[config.mk]
export PLATFORM = sky130hd
export DESIGN_NAME = contador_4bits
export DESIGN_NICKNAME = d
export VERILOG_FILES = /design/src/rtl/contador_pkg.sv /design/src/rtl/contador_prescaler.sv /design/src/rtl/contador_4bits.sv
export SDC_FILE = /design/constraint.sdc
export NUM_CORES = 1
export LEC_CHECK = 0
export CAP_MARGIN = 30
export CORE_AREA = 2 2 39 41
export DETAILED_ROUTE_END_ITERATION = 6
export DIE_AREA = 0 0 41 43
export DONT_BUFFER_PORTS = 1
export PLACE_DENSITY = 0.37
export SYNTH_ARGS = -nofsm -noshare
export SYNTH_HDL_FRONTEND = slang
export SYNTH_SLANG_ARGS = --single-unit
[constraint.sdc]
create_clock -name clk -period 1.7 [get_ports clk]
set_clock_uncertainty 0.15 [all_clocks]
set_input_delay 0.34 -clock clk [delete_from_list [all_inputs] [get_ports clk]]
set_output_delay 0.34 -clock clk [all_outputs]
set_load 0.05 [all_outputs]
[src/rtl/contador_pkg.sv]
// Shared definitions for the basic-counter subsystem: default width, count type
// and the prescaler width helper.
package contador_pkg;

    localparam int unsigned COUNT_W_DEFAULT = 8;

    typedef logic [COUNT_W_DEFAULT-1:0] count_t;

    // Bits needed to hold a prescaler phase 0..div-1, never less than one.
    function automatic int unsigned presc_width(input int unsigned div);
        if (div < 32'd2) begin
            return 32'd1;
        end
        return 32'($clog2(div));
    endfunction

endpackage

[src/rtl/contador_prescaler.sv]
// Advance-enable generator: tick is high once every DIV clock cycles.
// With DIV=1 it collapses to a constant enable.
module contador_prescaler
    import contador_pkg::*;
#(
    parameter int unsigned DIV = 1
) (
    input  logic clk,
    input  logic reset,
    output logic tick
);

    localparam int unsigned PW = presc_width(DIV);

    generate
        if (DIV <= 32'd1) begin : g_bypass
            logic unused_ok;
            assign unused_ok = clk ^ reset;
            assign tick      = 1'b1;
        end else begin : g_div
            localparam logic [PW-1:0] LAST = PW'(DIV - 32'd1);

            logic [PW-1:0] phase_q;
            logic [PW-1:0] phase_d;

            always_comb begin
                phase_d = phase_q + PW'(1);
                if (phase_q == LAST) begin
                    phase_d = '0;
                end
            end

            always_ff @(posedge clk or negedge reset) begin
                if (!reset) begin
                    phase_q <= '0;
                end else begin
                    phase_q <= phase_d;
                end
            end

            assign tick = (phase_q == LAST);
        end
    endgenerate

endmodule

[src/rtl/contador_4bits.sv]
// Free-running up-counter with terminal-count wrap and optional prescaled advance.
// wrap is decoded from registered state and is forced low while reset is held.
module contador_4bits
    import contador_pkg::*;
#(
    parameter int unsigned WIDTH       = COUNT_W_DEFAULT,
    parameter int unsigned MAX_COUNT   = (2 ** WIDTH) - 1,
    parameter int unsigned RESET_VALUE = 0,
    parameter int unsigned DIV         = 1
) (
    input  logic             clk,
    input  logic             reset,
    output logic [WIDTH-1:0] count,
    output logic             wrap
);

    localparam logic [WIDTH-1:0] MAX_V = WIDTH'(MAX_COUNT);
    localparam logic [WIDTH-1:0] RST_V = WIDTH'(RESET_VALUE);

    // Reject illegal parameter combinations at elaboration.
    generate
        if (WIDTH < 32'd1 || WIDTH > 32'd32) begin : g_bad_width
            $error("contador_4bits: WIDTH must be in 1..32");
        end
        if ((MAX_COUNT >> WIDTH) != 32'd0) begin : g_bad_max
            $error("contador_4bits: MAX_COUNT must be < 2**WIDTH");
        end
        if (RESET_VALUE > MAX_COUNT) begin : g_bad_rst
            $error("contador_4bits: RESET_VALUE must be <= MAX_COUNT");
        end
        if (DIV < 32'd1) begin : g_bad_div
            $error("contador_4bits: DIV must be >= 1");
        end
    endgenerate

    logic             tick;
    logic             at_max;
    logic [WIDTH-1:0] count_q;
    logic [WIDTH-1:0] count_d;

    contador_prescaler #(
        .DIV (DIV)
    ) u_prescaler (
        .clk   (clk),
        .reset (reset),
        .tick  (tick)
    );

    assign at_max = (count_q == MAX_V);

    always_comb begin
        count_d = count_q;
        if (tick) begin
            count_d = at_max ? '0 : count_q + WIDTH'(1);
        end
    end

    always_ff @(posedge clk or negedge reset) begin
        if (!reset) begin
            count_q <= RST_V;
        end else begin
            count_q <= count_d;
        end
    end

    assign count = count_q;
    assign wrap  = reset & tick & at_max;

endmodule

==> run metrics, run 1 <==
outcome finished with violations; failing checks negative setup slack; Post-Syn Instances 31; Crit Path Class reg -> out; MaxCap Viol Count 0; mean post-synth cell area 11.7 sq um; design area 529 sq um; XOR/XNOR Fraction of Synth Area 0.0969; initial DRC count 3; slew margin rel. 0.741; max reg flops 8; Core Rows 14; gr usage total 0.124; synthesized net count 34; Critical Path End wrap; Peak VDD IR 0.000329 V; start of the worst register-to-register path count[2]; # DRC 0; Final Max Slew Viols 0; area grow syn2layout 46.4%; area of the multi-input gates 180 sq um; DIE AREA 1760 sq um; DP Area 474 sq um; final cycle utilization of the critical path 1.01; CTS tree yes; Synth Area in Simple Gates 0.228; PnR worst setup slack -18.7 ps; Routed WL per cell 14.0 um; maximum number of pins on one net before global-route repair 9; Tot Pwr 0.346 mW; crit end category primary output; final core occ 0.382; CTS resizes 0; vias in the first global route 336; Reg2Reg Capture Point count[5]; power per standard cell area 654 nW/um^2; die height 43 um; Worst-Margin Slew 387 ps; Final nets 51; startpoint types register; drt total wl 870 um; Setup WS pre-CTS 150 ps; Core Region 1380 sq um; synthesized area 362 sq um; Crit path required time 1210 ps; Initial Util 0.261; clk sinks 8; Synth Area in Compound Gates 0.0484; mux share of post-synthesis cell area 0.0277; Max Fanout on Critical Path 2; # port buffers 0; # diodes 0; Detail Placement HPWL 638 um; Leakage 0.258 nW; Root Driver clkbuf_4; global-route wire length before repair 1390 um; Reg area 210 sq um; Fin. Hold Viols 0; hold crit path type in -> async; Arrival @ worst endpoint 1230 ps; Fillers 137; Post-Synth Adder-Cell Area 0.0346; fraction of layout cells with a size suffix above 1 0.609; Achievable Freq 582 MHz; initial antenna violation count 0; clock insertion delay at the later pin of the skew report 260 ps; part of the Yosys area used for sequential elements 0.554; #FFs+latches synth 8; Critical Path Start count[1]; Distinct cells, synth 16; H-tree depth 1; total gr overflow 0; largest family of logic cells by synthesized area simple AND/OR/NAND/NOR gates; final setup vio count 1; die width 41 um; Vias 281; fin crit period 1720 ps; GPL Wtd Cong 0.601; RSZ-0062 raised after global routing yes; Via density 4.53; First-pass DRT Iterations 2; Clock transition at path regs 60 ps; CTS buffer count 3; IO Count 11; r2r setup slk 360 ps; worst reg-to-reg path cell count 4; yosys warns 0; Detail Route Antenna Nets 0; Clock Tree Buf Depth 2
==> worst max-delay path, stage by stage, from the launching register on <==
cell and delay (ps):
dfrtp_2 390, ha_4 150, nand2_4 50, nor3_4 120, and2_4 260
==> cells in the mapped netlist <==
master	number	area share
and2_1	1	0.017
o21bai_1	1	0.021
nand2_1	2	0.021
ha_1	1	0.035
nor2_1	3	0.031
xnor2_1	1	0.024
mux2i_1	1	0.028
nor3_4	1	0.045
dfrtp_1	8	0.55
nand3_1	1	0.014
inv_1	1	0.010
nor3_1	2	0.028
xor2_1	3	0.073
nand4_1	1	0.017
nand3_2	2	0.055
a21oi_1	2	0.028
==> power by group <==
part | internal [mW] | total [mW] | switching [mW]
clock | 0.0811 | 0.150 | 0.0694
combinational | 0.00158 | 0.00532 | 0.00374
sequential | 0.190 | 0.190 | 0
==> metal layers <==
metal / part of all wire / GRT usage / vias to the layer above
met2: 0.50 / 0.191 / 9
met3: 0.089 / 0.0471 / 2
li1: - / - / 137
met4: 0.0092 / 0.100 / 0
met1: 0.41 / 0.123 / 133
met5: 0 / 0 / -
==> stage by stage <==
| stage | cells | setup TNS (ps) | hold slack, ps |
|---|---|---|---|
| 2_1_floorplan | 31 | -6.42 | -106 |
| 3_3_place_gp | 55 | 0 | -105 |
| 3_5_place_dp | 55 | 0 | -105 |
| 4_1_cts | 62 | -103 | 307 |
| 5_1_grt | 62 | -68.4 | 314 |
| 6_report | 62 | -18.7 | 288 |
==> logic make-up after synthesis <==
| kind of cell | count (synthesis) |
|---|---|
| DFF | 8 |
| muxes | 1 |
| adders and majority gates | 1 |
| buffers and inverters | 1 |
| xor gates and xnor gates | 4 |
| AOI/OAI and AO/OA | 3 |
| and+or+nand+nor | 13 |
==> area by class of cell <==
cell class	count	share of cell area
Inverter	1	0.00709
Tap cell	16	0.0378
Multi-Input combinational cell	22	0.340
Sequential cell	8	0.397
Timing Repair Buffer	12	0.175
Clock buffer	3	0.0426
==> worst min path at each step <==
stage	from	end	depth (start not counted)	slack, ps
floorplan	reset	count[0]	0	-110
global placement	reset	count[6]	0	-110
detailed placement	reset	count[6]	0	-110
CTS	reset	count[6]	1	310
global route	reset	count[6]	1	310
finish	reset	count[6]	1	290
==> placed cells by master (no fill, tap or decap) <==
cell / count
a21oi_1: 2
and2_4: 1
buf_4: 11
clkbuf_4: 3
dfrtp_2: 8
dlygate4sd3_1: 1
ha_4: 1
inv_1: 1
mux2i_1: 1
nand2_1: 1
nand2_4: 1
nand3_1: 1
nand3_2: 2
nand4_1: 1
nor2_1: 3
nor3_1: 2
nor3_4: 1
o21bai_1: 1
xnor2_1: 1
xor2_1: 3
==> what timing repair did <==
item                                    in CTS  in global routing
setup buffers                                3                  0
endpoints found under the setup margin       1                  1
hold buffers                                 1                  0
hold endpoints to repair                     8                  0
pin swaps                                    4                  4
No activity file was read; power rests on OpenSTA's default activity.
==> run 2: changes to the inputs <==
- ABC_AREA: default -> 1
- PLACE_DENSITY: 0.37 -> 0.38
==> run metrics, run 2 <==
maximum number of pins on one net before global-route repair 9; final cycle utilization of the critical path 1.05; Tot Pwr 0.355 mW; clock insertion delay at the later pin of the skew report 250 ps; r2r setup slk 250 ps; Via density 4.33; commonest cells after routing, fill and taps aside 10 x nor2_1, 10 x buf_4, 9 x nand2_1, 8 x inv_1, 6 x dfrtp_1; total gr overflow 0; Synth area leaders dfrtp_1 53%, nor2_1 11%, nand2_1 9.9%; Post-synth top cells 11 x nor2_1, 10 x nand2_1, 8 x dfrtp_1, 8 x inv_1; number of synthesized flops with an enable pin 0; Detail Route Antenna Nets 0; Max Fanout on Critical Path 2; Synth async-reset ratio 1.00; Initial Util 0.274; part of the Yosys area used for sequential elements 0.528; Clock transition at path regs 60 ps; final core occ 0.409; DIE AREA 1760 sq um; startpoint types register; Final nets 66; CTS buffer count 3; H-tree depth 1; most common cell in the netlist nor2_1; ys flop type dfrtp_1; hold crit path type in -> async; Fillers 142; start of the worst register-to-register path count[0]; mean post-synth cell area 8.24 sq um; Reg power frac 0.536; Psw 0.0728 mW; Routed WL per cell 10.7 um; drt total wl 837 um; die width 41 um; die height 43 um; Root Driver clkbuf_4; Yosys top cell area share 0.528; clk sinks 8; fin crit period 1780 ps; CTS tree yes; Final Max Slew Viols 0; synthesized net count 49; clock share of power 0.446; yosys warns 0; initial antenna violation count 0; final setup vio count 1; max reg flops 8; Fin. Hold Viols 0; MaxCap Viol Count 0; IO Count 11; gr usage total 0.119; power per standard cell area 628 nW/um^2; RSZ-0062 raised after global routing yes; PnR worst setup slack -78.6 ps; Distinct cells, synth 11; fraction of layout cells with a size suffix above 1 0.339; #FFs+latches synth 8; worst reg-to-reg path cell count 7; global-route wire length before repair 1370 um; Arrival @ worst endpoint 1290 ps; crit end category primary output; switch share 0.205; design area 566 sq um; Core Region 1380 sq um; slew margin rel. 0.753; Core Rows 14; failing checks negative setup slack; # port buffers 0; outcome finished with violations; First-pass DRT Iterations 4; Reg2Reg Capture Point count[5]; Detail Placement HPWL 642 um; Crit path required time 1210 ps; Vias 338; Peak VDD IR 0.000331 V; Yosys top cell by area dfrtp_1; # DRC 0; area grow syn2layout 49.2%; initial DRC count 6; Crit Path Class reg -> out; Post-Syn Instances 46; Leakage 0.316 nW; GPL Wtd Cong 0.683; Achievable Freq 562 MHz; combinational share of power 0.018; # diodes 0; DP Area 489 sq um; Setup WS pre-CTS 98.0 ps; Clock Tree Buf Depth 2; Worst-Margin Slew 370 ps; synthesized area 379 sq um; P_int 0.282 mW; vias in the first global route 332
run 2: power groups by stage:
stage                     Combinational (mW)  Sequential, mW  Clock [mW]
final                                0.00639           0.190       0.158
after global routing                 0.00769           0.190       0.173
after CTS                            0.00693           0.190       0.161
after detailed placement             0.00128           0.194           0
after global placement               0.00114           0.194           0
after floorplan                      0.00112           0.194           0
run 2: cell families (layout without fill, tap and decap cells):
family                   count (synthesis)  in the layout  synth area share
XOR/XNOR                                 3              3            0.0693
adder cells (fa/ha/maj)                  1              1            0.0330
AND/OR/NAND/NOR                         25             25             0.277
AO/OA/AOI/OAI                            1              1            0.0132
buffers and inverters                    8             24            0.0792
flip-flops                               8              8             0.528
run 2: what timing repair did:
item | 4_1_cts | 5_1_grt
pin swaps | 4 | 4
setup endpoints to repair | 1 | 1
gates resized for setup | 5 | 0
buffers inserted | 1 | 1
hold endpoints to repair | 8 | 0
hold buffers | 1 | 0
run 2: how the worst max path moves through the flow:
| stage | startpoint | end | slack (ps) | cells past startpoint |
|---|---|---|---|---|
| 2_1_floorplan | count[0] | wrap | -120 | 5 |
| 6_report | count[0] | wrap | -80 | 6 |
| 3_3_place_gp | count[0] | wrap | 130 | 6 |
| 5_1_grt | count[0] | wrap | -150 | 6 |
| 4_1_cts | count[1] | wrap | -130 | 6 |
| 3_5_place_dp | count[0] | wrap | 100 | 6 |
run 2: cell type report:
type	instances	area, sq um	area share
Clock buffer	4	26.3	0.0465
Inverter	8	30.0	0.0531
Multi-Input combinational cell	30	181	0.321
Sequential cell	8	203	0.358
Tap cell	16	20.0	0.0354
Timing Repair Buffer	12	105	0.186
run 2: through the flow:
stage               setup TNS (ps)  hold slack, ps  std cells
floorplan                     -122            -106         46
global placement                 0            -105         71
detailed placement               0            -105         71
CTS                           -133             297         77
global route                  -154             311         78
finish                       -78.6             280         78
run 2: critical path, stage by stage (launching register included):
cell and delay [ps]:
dfrtp_2 390, ha_4 150, nand2_4 50, nor2_4 90
nand3_2 90, nor2_4 110, buf_12 140
run 2: per-layer routing:
layer / GRT usage / part of all wire / vias to the layer above
li1: - / - / 168
met1: 0.140 / 0.43 / 159
met2: 0.169 / 0.48 / 9
met3: 0.0628 / 0.079 / 2
met4: 0.0600 / 0.0060 / 0
met5: 0 / 0 / -
==> run 3: changes to the inputs <==
- PLACE_DENSITY: 0.38 -> 0.44
- SYNTH_HIERARCHICAL: default -> 1
==> run metrics, run 3 <==
drt total wl 854 um; max reg flops 8; Distinct cells, synth 14; DIE AREA 1760 sq um; Core Rows 14; commonest cells after routing, fill and taps aside 16 x nand2_1, 14 x buf_4, 11 x inv_1, 6 x dfrtp_2, 4 x nor2_4; r2r setup slk 320 ps; Post-synth top cells 16 x nand2_1, 11 x inv_1, 8 x dfrtp_1; start of the worst register-to-register path count[1]; fraction of layout cells with a size suffix above 1 0.440; yosys warns 6; Post-Syn Instances 56; Leakage 0.352 nW; most common cell in the netlist nand2_1; mean post-synth cell area 8.02 sq um; Initial Util 0.325; Reg2Reg Capture Point count[7]; Vias 378; power per standard cell area 1440 nW/um^2; ys flop type dfrtp_1; Peak VDD IR 0.000750 V; initial DRC count 2; most common cell after layout, fill and taps aside nand2_1; design area 661 sq um; switch share 0.475; fin crit period 1790 ps; XOR/XNOR Fraction of Synth Area 0.0780; H-tree depth 1; startpoint types register; hold crit path type in -> async; failing checks negative setup slack; # port buffers 0; Synth Area in Simple Gates 0.320; Detail Route Antenna Nets 0; P_int 0.501 mW; Critical Path Start count[1]; part of the Yosys area used for sequential elements 0.446; Final nets 79; combinational share of power 0.524; area grow syn2layout 47.1%; maximum number of pins on one net before global-route repair 9; CTS buffer count 3; Final Max Slew Viols 0; IO Count 11; Reg power frac 0.306; number of synthesized flops with an enable pin 0; mux share of post-synthesis cell area 0; crit end category primary output; Clock transition at path regs 60 ps; Yosys top cell area share 0.446; Achievable Freq 559 MHz; #FFs+latches synth 8; MaxCap Viol Count 0; # diodes 0; vias in the first global route 368; Routed WL per cell 9.38 um; Min Hold Slack 285 ps; Synth Area in Compound Gates 0.0111; initial antenna violation count 0; CTS tree yes; Synth area leaders dfrtp_1 45%, nand2_1 13%, inv_1 9.2%; Synth async-reset ratio 1.00; final cycle utilization of the critical path 1.05; final setup vio count 1; clock insertion delay at the later pin of the skew report 260 ps; Arrival @ worst endpoint 1300 ps; clk sinks 8; outcome finished with violations; Clock Tree Buf Depth 2; Root Driver clkbuf_4; RSZ-0062 raised after global routing yes; die width 41 um; synthesized net count 59; Fin. Hold Viols 0; DP Area 574 sq um; Crit path required time 1210 ps; Max Fanout on Critical Path 2; GPL Wtd Cong 0.656; First-pass DRT Iterations 2; Psw 0.453 mW; Detail Placement HPWL 627 um; PnR worst setup slack -90.3 ps; Crit Path Class reg -> out; # DRC 0; Yosys top cell by area dfrtp_1; Via density 4.15; Fillers 142; largest family of logic cells by synthesized area simple AND/OR/NAND/NOR gates; clock share of power 0.170; die height 43 um; synthesized area 449 sq um; Core Region 1380 sq um; gr usage total 0.127; Critical Path End wrap; total gr overflow 0; global-route wire length before repair 1450 um; Tot Pwr 0.954 mW; worst reg-to-reg path cell count 8; Post-Synth Adder-Cell Area 0.0279
[run 3: cell count changes after synthesis, sizes merged]
cell and delta:
nand2 +9, nor2 -5, inv +3, buf +1, conb +1, nand3 -1, nand4 +1, xnor2 +1
[run 3: layout make-up]
class	count	area (sq um)	share of cell area
multi-input cells	36	230	0.348
flip-flops and latches	8	208	0.314
repair buffers	16	135	0.205
inverters	11	41.3	0.0625
clock buffers	4	26.3	0.0398
well taps	16	20.0	0.0303
[run 3: timing repair]
action	4_1_cts	5_1_grt
pin swaps	5	4
gates resized for setup	1	0
setup endpoints to repair	1	1
hold buffers	1	0
setup buffers	4	2
hold endpoints to repair	8	0
[run 3: cells by family after synthesis]
group	after synthesis
simple gates	29
buf+inv	12
flops	8
xor+xnor	4
compound gates	1
fa+ha+maj	1
other cells	1
[run 3: power by group through the flow]
stage / registers, mW / logic (mW) / clock network, mW
6_report: 0.292 / 0.500 / 0.162
3_3_place_gp: 0.295 / 0.470 / 0
5_1_grt: 0.299 / 0.538 / 0.171
4_1_cts: 0.293 / 0.502 / 0.162
3_5_place_dp: 0.297 / 0.473 / 0
2_1_floorplan: 0.516 / 0.137 / 0
[run 3: stage by stage]
stage | std cells | utilization | setup WS, ps | setup TNS (ps)
after floorplan | 56 | - | -107 | -107
after global placement | 80 | 0.415 | 115 | 0
after detailed placement | 80 | 0.415 | 103 | 0
after global routing | 91 | 0.477 | -159 | -159
after CTS | 89 | 0.467 | -99.5 | -99.5
final | 91 | 0.477 | -90.3 | -90.3
[run 3: worst min path at each step]
stage | startpoint | endpoint | slack (ps) | cells past startpoint
3_3_place_gp | reset | count[1] | -110 | 0
3_5_place_dp | reset | count[1] | -110 | 0
5_1_grt | reset | count[2] | 310 | 1
4_1_cts | reset | count[2] | 300 | 1
2_1_floorplan | reset | count[0] | -110 | 0
6_report | reset | count[2] | 280 | 1
[run 3: worst max-delay path, stage by stage, from the launching register on]
cell and delay [ps]:
dfrtp_2 380, ha_4 150, nand2_4 50, nor2_4 90, nand3_2 100, nor2_4 130
buf_12 140
[run 3: routing by layer]
| layer | global-route usage | wire length, um | up-vias |
|---|---|---|---|
| li1 | - | - | 198 |
| met1 | 0.141 | 382 | 164 |
| met2 | 0.188 | 387 | 11 |
| met3 | 0.0419 | 53 | 5 |
| met4 | 0.100 | 29 | 0 |
| met5 | 0 | 0 | - |
